===== src/rtl/cmoms_sched_if.sv =====
// Control and schedule signals for the C-MOMS rate-change scheduler.
// The master drives run/config/stall; the slave (scheduler) drives the enables and status.
interface cmoms_sched_if;
  logic       run;
  logic       cfg_we;
  logic [3:0] cfg_r1;
  logic [3:0] cfg_r2;
  logic       stall;
  logic       ena_in;
  logic       ena_out;
  logic [1:0] phase;
  logic       frame_start;
  logic       y_valid;
  logic       busy;
  logic       cfg_err;

  modport master (
    output run, cfg_we, cfg_r1, cfg_r2, stall,
    input  ena_in, ena_out, phase, frame_start, y_valid, busy, cfg_err
  );

  modport slave (
    input  run, cfg_we, cfg_r1, cfg_r2, stall,
    output ena_in, ena_out, phase, frame_start, y_valid, busy, cfg_err
  );
endinterface


===== src/rtl/cmoms_sched.sv =====
// Rate-change scheduler for the C-MOMS spline interpolator: tap/output enables, delay phase, priming.
// Optional freeze support is compiled in with `define CMOMS_SCHED_STALL_EN.
module cmoms_sched #(
  parameter int IL         = 3,
  parameter int PIPE_DEPTH = 4,
  parameter int R1_DEF     = 3,
  parameter int R2_DEF     = 4
) (
  input  logic         clk,
  input  logic         reset,
  cmoms_sched_if.slave bus
);
  localparam int PW = $clog2(IL + 2);
  localparam int DW = $clog2(PIPE_DEPTH + 1);

  typedef enum logic [1:0] {IDLE, PRIME, RUN} state_t;

  state_t        state_reg;
  logic [3:0]    r1_reg;
  logic [3:0]    r2_reg;
  logic [3:0]    ci_reg;
  logic [3:0]    co_reg;
  logic [PW-1:0] prime_cnt_reg;
  logic [DW-1:0] pipe_cnt_reg;
  logic          in_hit_reg;
  logic          out_hit_reg;
  logic          ena_in_reg;
  logic          ena_out_reg;
  logic          frame_reg;
  logic [1:0]    phase_reg;
  logic          y_valid_reg;
  logic          busy_reg;
  logic          cfg_err_reg;

  logic [3:0]    r1_m1;
  logic [3:0]    r2_m1;
  logic [3:0]    ci_next;
  logic [3:0]    co_next;
  logic          in_hit_next;
  logic          cand_next;
  logic          last_prime;
  logic          cfg_ok;
  logic          hold;
  state_t        adv_state;

`ifdef CMOMS_SCHED_STALL_EN
  assign hold = bus.stall;
`else
  logic unused_stall;
  assign unused_stall = bus.stall;
  assign hold         = 1'b0;
`endif

  // in_hit_reg/out_hit_reg describe the schedule position currently shown; they
  // survive a freeze even though the visible pulses are forced low.
  assign r1_m1       = r1_reg - 4'd1;
  assign r2_m1       = r2_reg - 4'd1;
  assign ci_next     = (ci_reg == r1_m1) ? 4'd0 : ci_reg + 4'd1;
  assign co_next     = (co_reg == r2_m1) ? 4'd0 : co_reg + 4'd1;
  assign in_hit_next = (ci_next == r1_m1);
  assign cand_next   = (co_next == r2_m1);
  assign last_prime  = (state_reg == PRIME) && in_hit_reg && (prime_cnt_reg == PW'(IL));
  assign adv_state   = last_prime ? RUN : state_reg;
  assign cfg_ok      = bus.cfg_we && (state_reg == IDLE) &&
                       (bus.cfg_r1 >= 4'd2) && (bus.cfg_r2 >= 4'd2);

  always_ff @(posedge clk or posedge reset) begin
    if (reset) begin
      state_reg     <= IDLE;
      r1_reg        <= 4'(R1_DEF);
      r2_reg        <= 4'(R2_DEF);
      ci_reg        <= 4'd0;
      co_reg        <= 4'd0;
      prime_cnt_reg <= '0;
      pipe_cnt_reg  <= '0;
      in_hit_reg    <= 1'b0;
      out_hit_reg   <= 1'b0;
      ena_in_reg    <= 1'b0;
      ena_out_reg   <= 1'b0;
      frame_reg     <= 1'b0;
      phase_reg     <= 2'd0;
      y_valid_reg   <= 1'b0;
      busy_reg      <= 1'b0;
      cfg_err_reg   <= 1'b0;
    end else begin
      cfg_err_reg <= bus.cfg_we && !cfg_ok;
      if (cfg_ok) begin
        r1_reg <= bus.cfg_r1;
        r2_reg <= bus.cfg_r2;
      end
      case (state_reg)
        IDLE: begin
          if (bus.run) begin
            // Position n=0 can never carry a pulse since both periods are at least 2.
            state_reg     <= PRIME;
            busy_reg      <= 1'b1;
            ci_reg        <= 4'd0;
            co_reg        <= 4'd0;
            prime_cnt_reg <= '0;
            pipe_cnt_reg  <= '0;
            in_hit_reg    <= 1'b0;
            out_hit_reg   <= 1'b0;
            ena_in_reg    <= 1'b0;
            ena_out_reg   <= 1'b0;
            frame_reg     <= 1'b0;
            phase_reg     <= 2'd0;
            y_valid_reg   <= 1'b0;
          end
        end
        default: begin
          if (!bus.run) begin
            state_reg     <= IDLE;
            busy_reg      <= 1'b0;
            ci_reg        <= 4'd0;
            co_reg        <= 4'd0;
            prime_cnt_reg <= '0;
            pipe_cnt_reg  <= '0;
            in_hit_reg    <= 1'b0;
            out_hit_reg   <= 1'b0;
            ena_in_reg    <= 1'b0;
            ena_out_reg   <= 1'b0;
            frame_reg     <= 1'b0;
            phase_reg     <= 2'd0;
            y_valid_reg   <= 1'b0;
          end else if (hold) begin
            ena_in_reg  <= 1'b0;
            ena_out_reg <= 1'b0;
            frame_reg   <= 1'b0;
          end else begin
            state_reg   <= adv_state;
            ci_reg      <= ci_next;
            co_reg      <= co_next;
            in_hit_reg  <= in_hit_next;
            out_hit_reg <= cand_next && (adv_state == RUN);
            ena_in_reg  <= in_hit_next;
            ena_out_reg <= cand_next && (adv_state == RUN);
            // frame_start marks coincident candidates, gated by neither state nor priming.
            frame_reg   <= in_hit_next && cand_next;
            if ((state_reg == PRIME) && in_hit_reg) begin
              prime_cnt_reg <= prime_cnt_reg + PW'(1);
            end
            if (out_hit_reg) begin
              // For r1 > 4 the compare never matches and the 2-bit phase wraps modulo 4.
              phase_reg <= ({2'b00, phase_reg} == r1_m1) ? 2'd0 : phase_reg + 2'd1;
              if (pipe_cnt_reg != DW'(PIPE_DEPTH)) begin
                pipe_cnt_reg <= pipe_cnt_reg + DW'(1);
              end
              if (pipe_cnt_reg == DW'(PIPE_DEPTH - 1)) begin
                y_valid_reg <= 1'b1;
              end
            end
          end
        end
      endcase
    end
  end

  assign bus.ena_in      = ena_in_reg;
  assign bus.ena_out     = ena_out_reg;
  assign bus.phase       = phase_reg;
  assign bus.frame_start = frame_reg;
  assign bus.y_valid     = y_valid_reg;
  assign bus.busy        = busy_reg;
  assign bus.cfg_err     = cfg_err_reg;
endmodule

===== src/flat_wrapper.sv =====
// flat-port wrapper written by rule: the top's interface ports become plain ports
module cmoms_sched_flat 
#(
  parameter int IL         = 3,
  parameter int PIPE_DEPTH = 4,
  parameter int R1_DEF     = 3,
  parameter int R2_DEF     = 4
)
  (clk, reset, bus_run, bus_cfg_we, bus_cfg_r1, bus_cfg_r2, bus_stall, bus_ena_in, bus_ena_out, bus_phase, bus_frame_start, bus_y_valid, bus_busy, bus_cfg_err);
  cmoms_sched_if bus_i ();
  input  logic clk;
  input  logic reset;
  input wire logic [$bits(bus_i.run)-1:0] bus_run;
  input wire logic [$bits(bus_i.cfg_we)-1:0] bus_cfg_we;
  input wire logic [$bits(bus_i.cfg_r1)-1:0] bus_cfg_r1;
  input wire logic [$bits(bus_i.cfg_r2)-1:0] bus_cfg_r2;
  input wire logic [$bits(bus_i.stall)-1:0] bus_stall;
  output wire logic [$bits(bus_i.ena_in)-1:0] bus_ena_in;
  output wire logic [$bits(bus_i.ena_out)-1:0] bus_ena_out;
  output wire logic [$bits(bus_i.phase)-1:0] bus_phase;
  output wire logic [$bits(bus_i.frame_start)-1:0] bus_frame_start;
  output wire logic [$bits(bus_i.y_valid)-1:0] bus_y_valid;
  output wire logic [$bits(bus_i.busy)-1:0] bus_busy;
  output wire logic [$bits(bus_i.cfg_err)-1:0] bus_cfg_err;
  assign bus_i.run = bus_run;
  assign bus_i.cfg_we = bus_cfg_we;
  assign bus_i.cfg_r1 = bus_cfg_r1;
  assign bus_i.cfg_r2 = bus_cfg_r2;
  assign bus_i.stall = bus_stall;
  assign bus_ena_in = bus_i.ena_in;
  assign bus_ena_out = bus_i.ena_out;
  assign bus_phase = bus_i.phase;
  assign bus_frame_start = bus_i.frame_start;
  assign bus_y_valid = bus_i.y_valid;
  assign bus_busy = bus_i.busy;
  assign bus_cfg_err = bus_i.cfg_err;
  cmoms_sched #(.IL(IL), .PIPE_DEPTH(PIPE_DEPTH), .R1_DEF(R1_DEF), .R2_DEF(R2_DEF)) u_core (.clk(clk), .reset(reset), .bus(bus_i));
endmodule

===== config.mk =====
export PLATFORM = sky130hd
export DESIGN_NAME = cmoms_sched_flat
export DESIGN_NICKNAME = d
export VERILOG_FILES = /design/src/rtl/cmoms_sched_if.sv /design/src/rtl/cmoms_sched.sv /design/src/flat_wrapper.sv
export SDC_FILE = /design/constraint.sdc
export NUM_CORES = 1
export LEC_CHECK = 0
export CAP_MARGIN = 20
export CORE_UTILIZATION = 56
export CTS_CLUSTER_SIZE = 24
export DETAILED_ROUTE_END_ITERATION = 8
export GPL_TIMING_DRIVEN = 0
export PLACE_DENSITY = 0.85
export SYNTH_ARGS = -nofsm -noshare
export SYNTH_HDL_FRONTEND = slang
export SYNTH_SLANG_ARGS = --single-unit

===== constraint.sdc =====
create_clock -name clk -period 2.9 [get_ports clk]
set_input_delay 0.435 -clock clk [delete_from_list [all_inputs] [get_ports clk]]
set_output_delay 0.435 -clock clk [all_outputs]
set_load 0.005 [all_outputs]

* Word level (Yosys, flattened, before mapping)
Index checks and enable logic that the tools add are counted.
** Word-level totals
- Register bits :: 32
- Bits of input ports :: 13
- Output and inout port bits :: 8
** Cells by class
- Mux-type cells :: 38
- $lt $le $gt $ge :: 2
- $add $sub $neg :: 7
- Reduce and logical (&&, ||, !) cells :: 15
- Eq/ne operators :: 16
** Operators by type and width (count)
- $mux W4 :: 7
- $mux W3 :: 8
- $mux W2 :: 9
- $eq A4 B4 Y1 :: 4
- $mux W1 :: 14
- $ne A3 B1 Y1 const B :: 4
- $add A4 B1 Y4 const B :: 2
- $ge A4 B2 Y1 const B :: 2
- $logic_and A1 B1 Y1 :: 8
- $sub A4 B1 Y4 const B :: 2
- $add A3 B1 Y3 const B :: 2
- $eq A3 B2 Y1 const B :: 2
- $reduce_and A2 Y1 :: 3
- $reduce_and A3 Y1 :: 2
- $eq A2 B4 Y1 :: 1
- $ne A3 B3 Y1 const B :: 1
- $add A2 B1 Y2 const B :: 1
- $eq A2 B1 Y1 const B :: 1
- $eq A2 B2 Y1 const B :: 1
- $logic_not A2 Y1 :: 1
- $ne A2 B1 Y1 const B :: 1
- $ne A2 B2 Y1 const B :: 1
- $logic_not A1 Y1 :: 1

* Longest topological paths before layout
- Depth in word-level cells :: 8
- Gate-level depth with buffers :: 8
- Mapped depth without buffers :: 8

* Least setup slack after synthesis
No wires, ideal clock.
- Path type :: register to register
- Start point :: reg u_core.r1_reg[0]
- End point :: reg u_core.frame_reg, in the netlist u_core.bus.frame_start
- Slack :: 0.902 ns
- Stages on the path, launching flop included :: 9
- Period minus slack after synthesis :: 1.998 ns
- Arrival :: 1.875 ns
- Library setup time :: 0.123 ns
- Path through :: dfstp_2 -> inv_1 -> ha_1 -> xor2_1 -> o211ai_1 -> nor2_1 -> mux2_1 -> nand4_1 -> o21ai_1
** Between the ends
- Word-level cells in the longest chain between the ends :: 7
** RTL lines
- start, declared :: line cmoms_sched.sv:19 : logic [3:0] r1_reg;
- start signal, assigned :: line cmoms_sched.sv:70 : r1_reg <= 4'(R1_DEF);
- start signal, assigned :: line cmoms_sched.sv:88 : r1_reg <= bus.cfg_r1;
- $sub A4 B1 Y4 * :: line cmoms_sched.sv:56 : assign r1_m1 = r1_reg - 4'd1;
- $eq A4 B4 Y1 :: line cmoms_sched.sv:58 : assign ci_next = (ci_reg == r1_m1) ? 4'd0 : ci_reg + 4'd1;
- $mux W4 :: line cmoms_sched.sv:58
- $eq A4 B4 Y1 * :: line cmoms_sched.sv:60 : assign in_hit_next = (ci_next == r1_m1);
- $logic_and A1 B1 Y1 * :: line cmoms_sched.sv:138 : frame_reg <= in_hit_next && cand_next;
- $mux W1 * :: line cmoms_sched.sv:111 : if (!bus.run) begin
- $mux W1 * :: line cmoms_sched.sv:91 : case (state_reg)
- end signal, assigned :: line cmoms_sched.sv:138
- end, declared :: line cmoms_sched.sv:29 : logic frame_reg;
Every way passes the cells marked *; elsewhere a longest branch is shown, timed or not.
A chain may end at the register's enable or synchronous reset.

* Final worst setup path
Ends and elaborated chain as after synthesis.

==> results.py <==
metrics = {
    "clock_network": {
        "path_clk_slew_ns": 0.10,
        "clock_tree.root_cell": "clkbuf_4",
        "clock-sinks": 32,
        "post_cts_resized": 0,
        "cts_tree": "built",
        "cts_buffers": 5,
        "hold_buffers": 0,
        "htree_levels": 2,
        "clk_latency_ns": 0.35,
        "clockBufferDepth": 2,
        "cts_setup_buffers": 0,
    },
    "critical_path": {
        "path_max_fanout": 5,
        "cp_data_required_time_ns": 3.17,
        "cp-end-kind": "register",
        "r2r-start": "u_core.r1_reg[0]$_DFFE_PP1P_",
        "startpoint_type": "register",
        "arrival_ns": 2.60,
        "reg2reg_to": "u_core.bus.frame_start$_DFFE_PP0P_",
        "worst_r2r_path_depth": 8,
        "r2r_setup_slack_ns": 0.58,
        "critPathKind": "reg -> reg",
    },
    "logic_synthesis": {
        "syn_nets": 232,
        "ys_seq_area_share_pct": 41.19,
        "avgSynthCellArea_um2": 9.390,
        "synth_area_leaders": "dfrtp_1 37%, ha_1 7.0%, nand2_1 4.6%",
        "netlist_area_um2": 1953,
        "ys_ff_latch": 32,
        "yosys.area.top_type": "dfrtp_1",
        "synth_cells": 208,
        "netlist-cell-type-count": 43,
        "synth.top_cell.area_share_pct": 37.16,
        "ys.warnings.count": 0,
    },
    "global_routing": {
        "grt-ovfl-total": 0,
        "grt_pass1_vias": 1490,
        "grt_usage_pct": 24.37,
        "grt_pass1_wl_um": 6410,
        "antenna_found_initial": 0,
        "grt_max_degree": 20,
    },
    "routing": {
        "via_per_inst": 5.660,
        "drc": 0,
        "vias": 1596,
        "postRouteAntennaNets": 0,
        "finalWirelength_um": 3811,
        "dr.pass1.iters": 4,
        "drt_iter0_drc": 130,
        "wire_per_inst_um": 13.51,
    },
    "sta": {
        "max_freq_mhz": 430.3,
        "relSlewSlack_pct": 56.98,
        "hold_violations": 0,
        "setup-tns-final_ns": 0,
        "worst_slew_pin_slew_ns": 0.6445,
        "fin_crit_ns": 2.324,
        "finalMaxSlewViolations": 0,
        "setup_viol": 0,
        "fin_skew_ns": 0.007536,
        "rsz0062_at_grt": "false",
        "fin_crit_sh_pct": 80.14,
    },
    "floorplanning": {
        "start_util_pct": 58.53,
        "die-area_um2": 3728,
        "row_count": 21,
        "die_y_um": 61.06,
        "core_um2": 3337,
        "boundaryPins": 21,
        "die-width_um": 61.06,
    },
    "worst_hold_path": {
        "worstHoldPathType": "in -> async",
    },
    "cells_and_area": {
        "layout-drive-gt1-share_pct": 7.627,
        "antenna_cells": 0,
        "final_cell_mix": "29 x dfrtp_1, 24 x nand2_1, 19 x clkdlybuf4s50_1",
        "area.growth.synth_to_final_pct": 16.66,
        "nFillCells": 272,
        "final_common_cell": "dfrtp_1",
        "postLayoutCoreUtil_pct": 68.28,
        "nNetsFinal": 259,
    },
    "power": {
        "power_uw": 2143,
        "p_leak_uw": 0.0009877,
        "irDropWorstVdd_mv": 0.5175,
        "powerDensity_nw_per_um2": 940.8,
    },
    "placed_design": {
        "globalplace.congestion": 0.8803,
        "dp_hpwl_um": 2920,
        "port_buffers": 19,
    },
    "run": {
        "max-cap-violations": 0,
    },
    "status": {
        "status": "complete, no violations",
    },
}
[where the power goes]
part	internal [uW]	switching [uW]	total, uW
sequential	600	145	745
combinational	522	629	1150
clock	94.3	153	247
total	1220	927	2140
[metrics by stage]
stage / hold WS, ns / cells / setup WS, ns / instance area [um2]
2_1_floorplan: 0.4569 / 208 / 0.9023 / 1953
3_3_place_gp: 0.4710 / 273 / 0.4172 / 2201
3_5_place_dp: 0.4805 / 274 / 0.3923 / 2228
4_1_cts: 0.4767 / 282 / 0.5892 / 2278
5_1_grt: 0.5055 / 282 / 0.3080 / 2278
6_report: 0.4729 / 282 / 0.5758 / 2278
[cell type report]
type / instances / area, um2 / share of cell area (%)
multi-input cells: 155 / 1069 / 46.90
flip-flops and latches: 32 / 804.5 / 35.31
repair buffers: 20 / 217.7 / 9.555
inverters: 17 / 63.81 / 2.801
well taps: 46 / 57.56 / 2.526
clock buffers: 7 / 45.04 / 1.977
plain buffers: 4 / 16.27 / 0.7139
clock inverters: 1 / 5.005 / 0.2197
[cell families after synthesis]
logic type               Yosys count  synth area share (%)
multiplexers                       9                 4.997
AO/OA/AOI/OAI                     53                 18.32
AND/OR/NAND/NOR                   65                 16.02
XOR/XNOR                          17                 8.328
adder cells (fa/ha/maj)           11                 7.047
flip-flops                        32                 41.19
buffers and inverters             21                 4.100
[how the worst max path moves through the flow]
stage | slack [ns] | endpoint | depth (start not counted) | startpoint
2_1_floorplan | 0.90 | u_core.bus.frame_start$_DFFE_PP0P_ | 8 | u_core.r1_reg[0]$_DFFE_PP1P_
3_3_place_gp | 0.42 | u_core.bus.frame_start$_DFFE_PP0P_ | 9 | bus_run
3_5_place_dp | 0.39 | u_core.bus.phase[1]$_DFFE_PP0P_ | 9 | bus_run
4_1_cts | 0.59 | u_core.bus.frame_start$_DFFE_PP0P_ | 8 | u_core.r1_reg[0]$_DFFE_PP1P_
5_1_grt | 0.31 | u_core.bus.frame_start$_DFFE_PP0P_ | 8 | u_core.r1_reg[0]$_DFFE_PP1P_
6_report | 0.58 | u_core.bus.frame_start$_DFFE_PP0P_ | 8 | u_core.r1_reg[0]$_DFFE_PP1P_
[metal layers]
layer	vias to the layer above	GRT usage [%]	routed length, um
li1	796	-	-
met1	757	30.38	1750
met2	34	38.98	1808
met3	9	6.303	144
met4	0	12.99	109
met5	-	0	0
[cells in the mapped netlist]
library cell   n
a211o_1        1
a211oi_1       1
a21o_1         3
a21oi_1        6
a221oi_1       1
a311oi_1       1
a32o_1         2
buf_2          1
clkbuf_1       3
dfrtp_1       29
dfstp_2        3
ha_1          11
inv_1         17
mux2_1         4
mux2_2         2
mux2i_1        3
nand2_1       24
nand2b_1       5
nand3_1        6
nand3b_1       1
nand4_1        2
nand4b_1       1
nor2_1        15
nor2b_1        4
nor3_1         2
nor3_2         2
nor3b_1        2
o2111ai_1      1
o211ai_1       2
o21ai_0       11
o21ai_1       13
o221ai_1       1
o22a_1         1
o22ai_1        1
o311a_1        1
o31a_1         2
o31ai_1        2
o32ai_1        1
o41ai_2        2
or2_2          1
xnor2_1       10
xnor3_1        1
xor2_1         6
[critical path, cell delays in order, from the launching register on]
cell	delay [ns]
dfstp_2	0.60
inv_1	0.07
ha_1	0.38
xor2_1	0.20
o211ai_1	0.19
nor3b_1	0.19
a311oi_1	0.27
nand4_1	0.20
o21ai_1	0.16
Note: power is estimated with default switching activity, not from simulation.
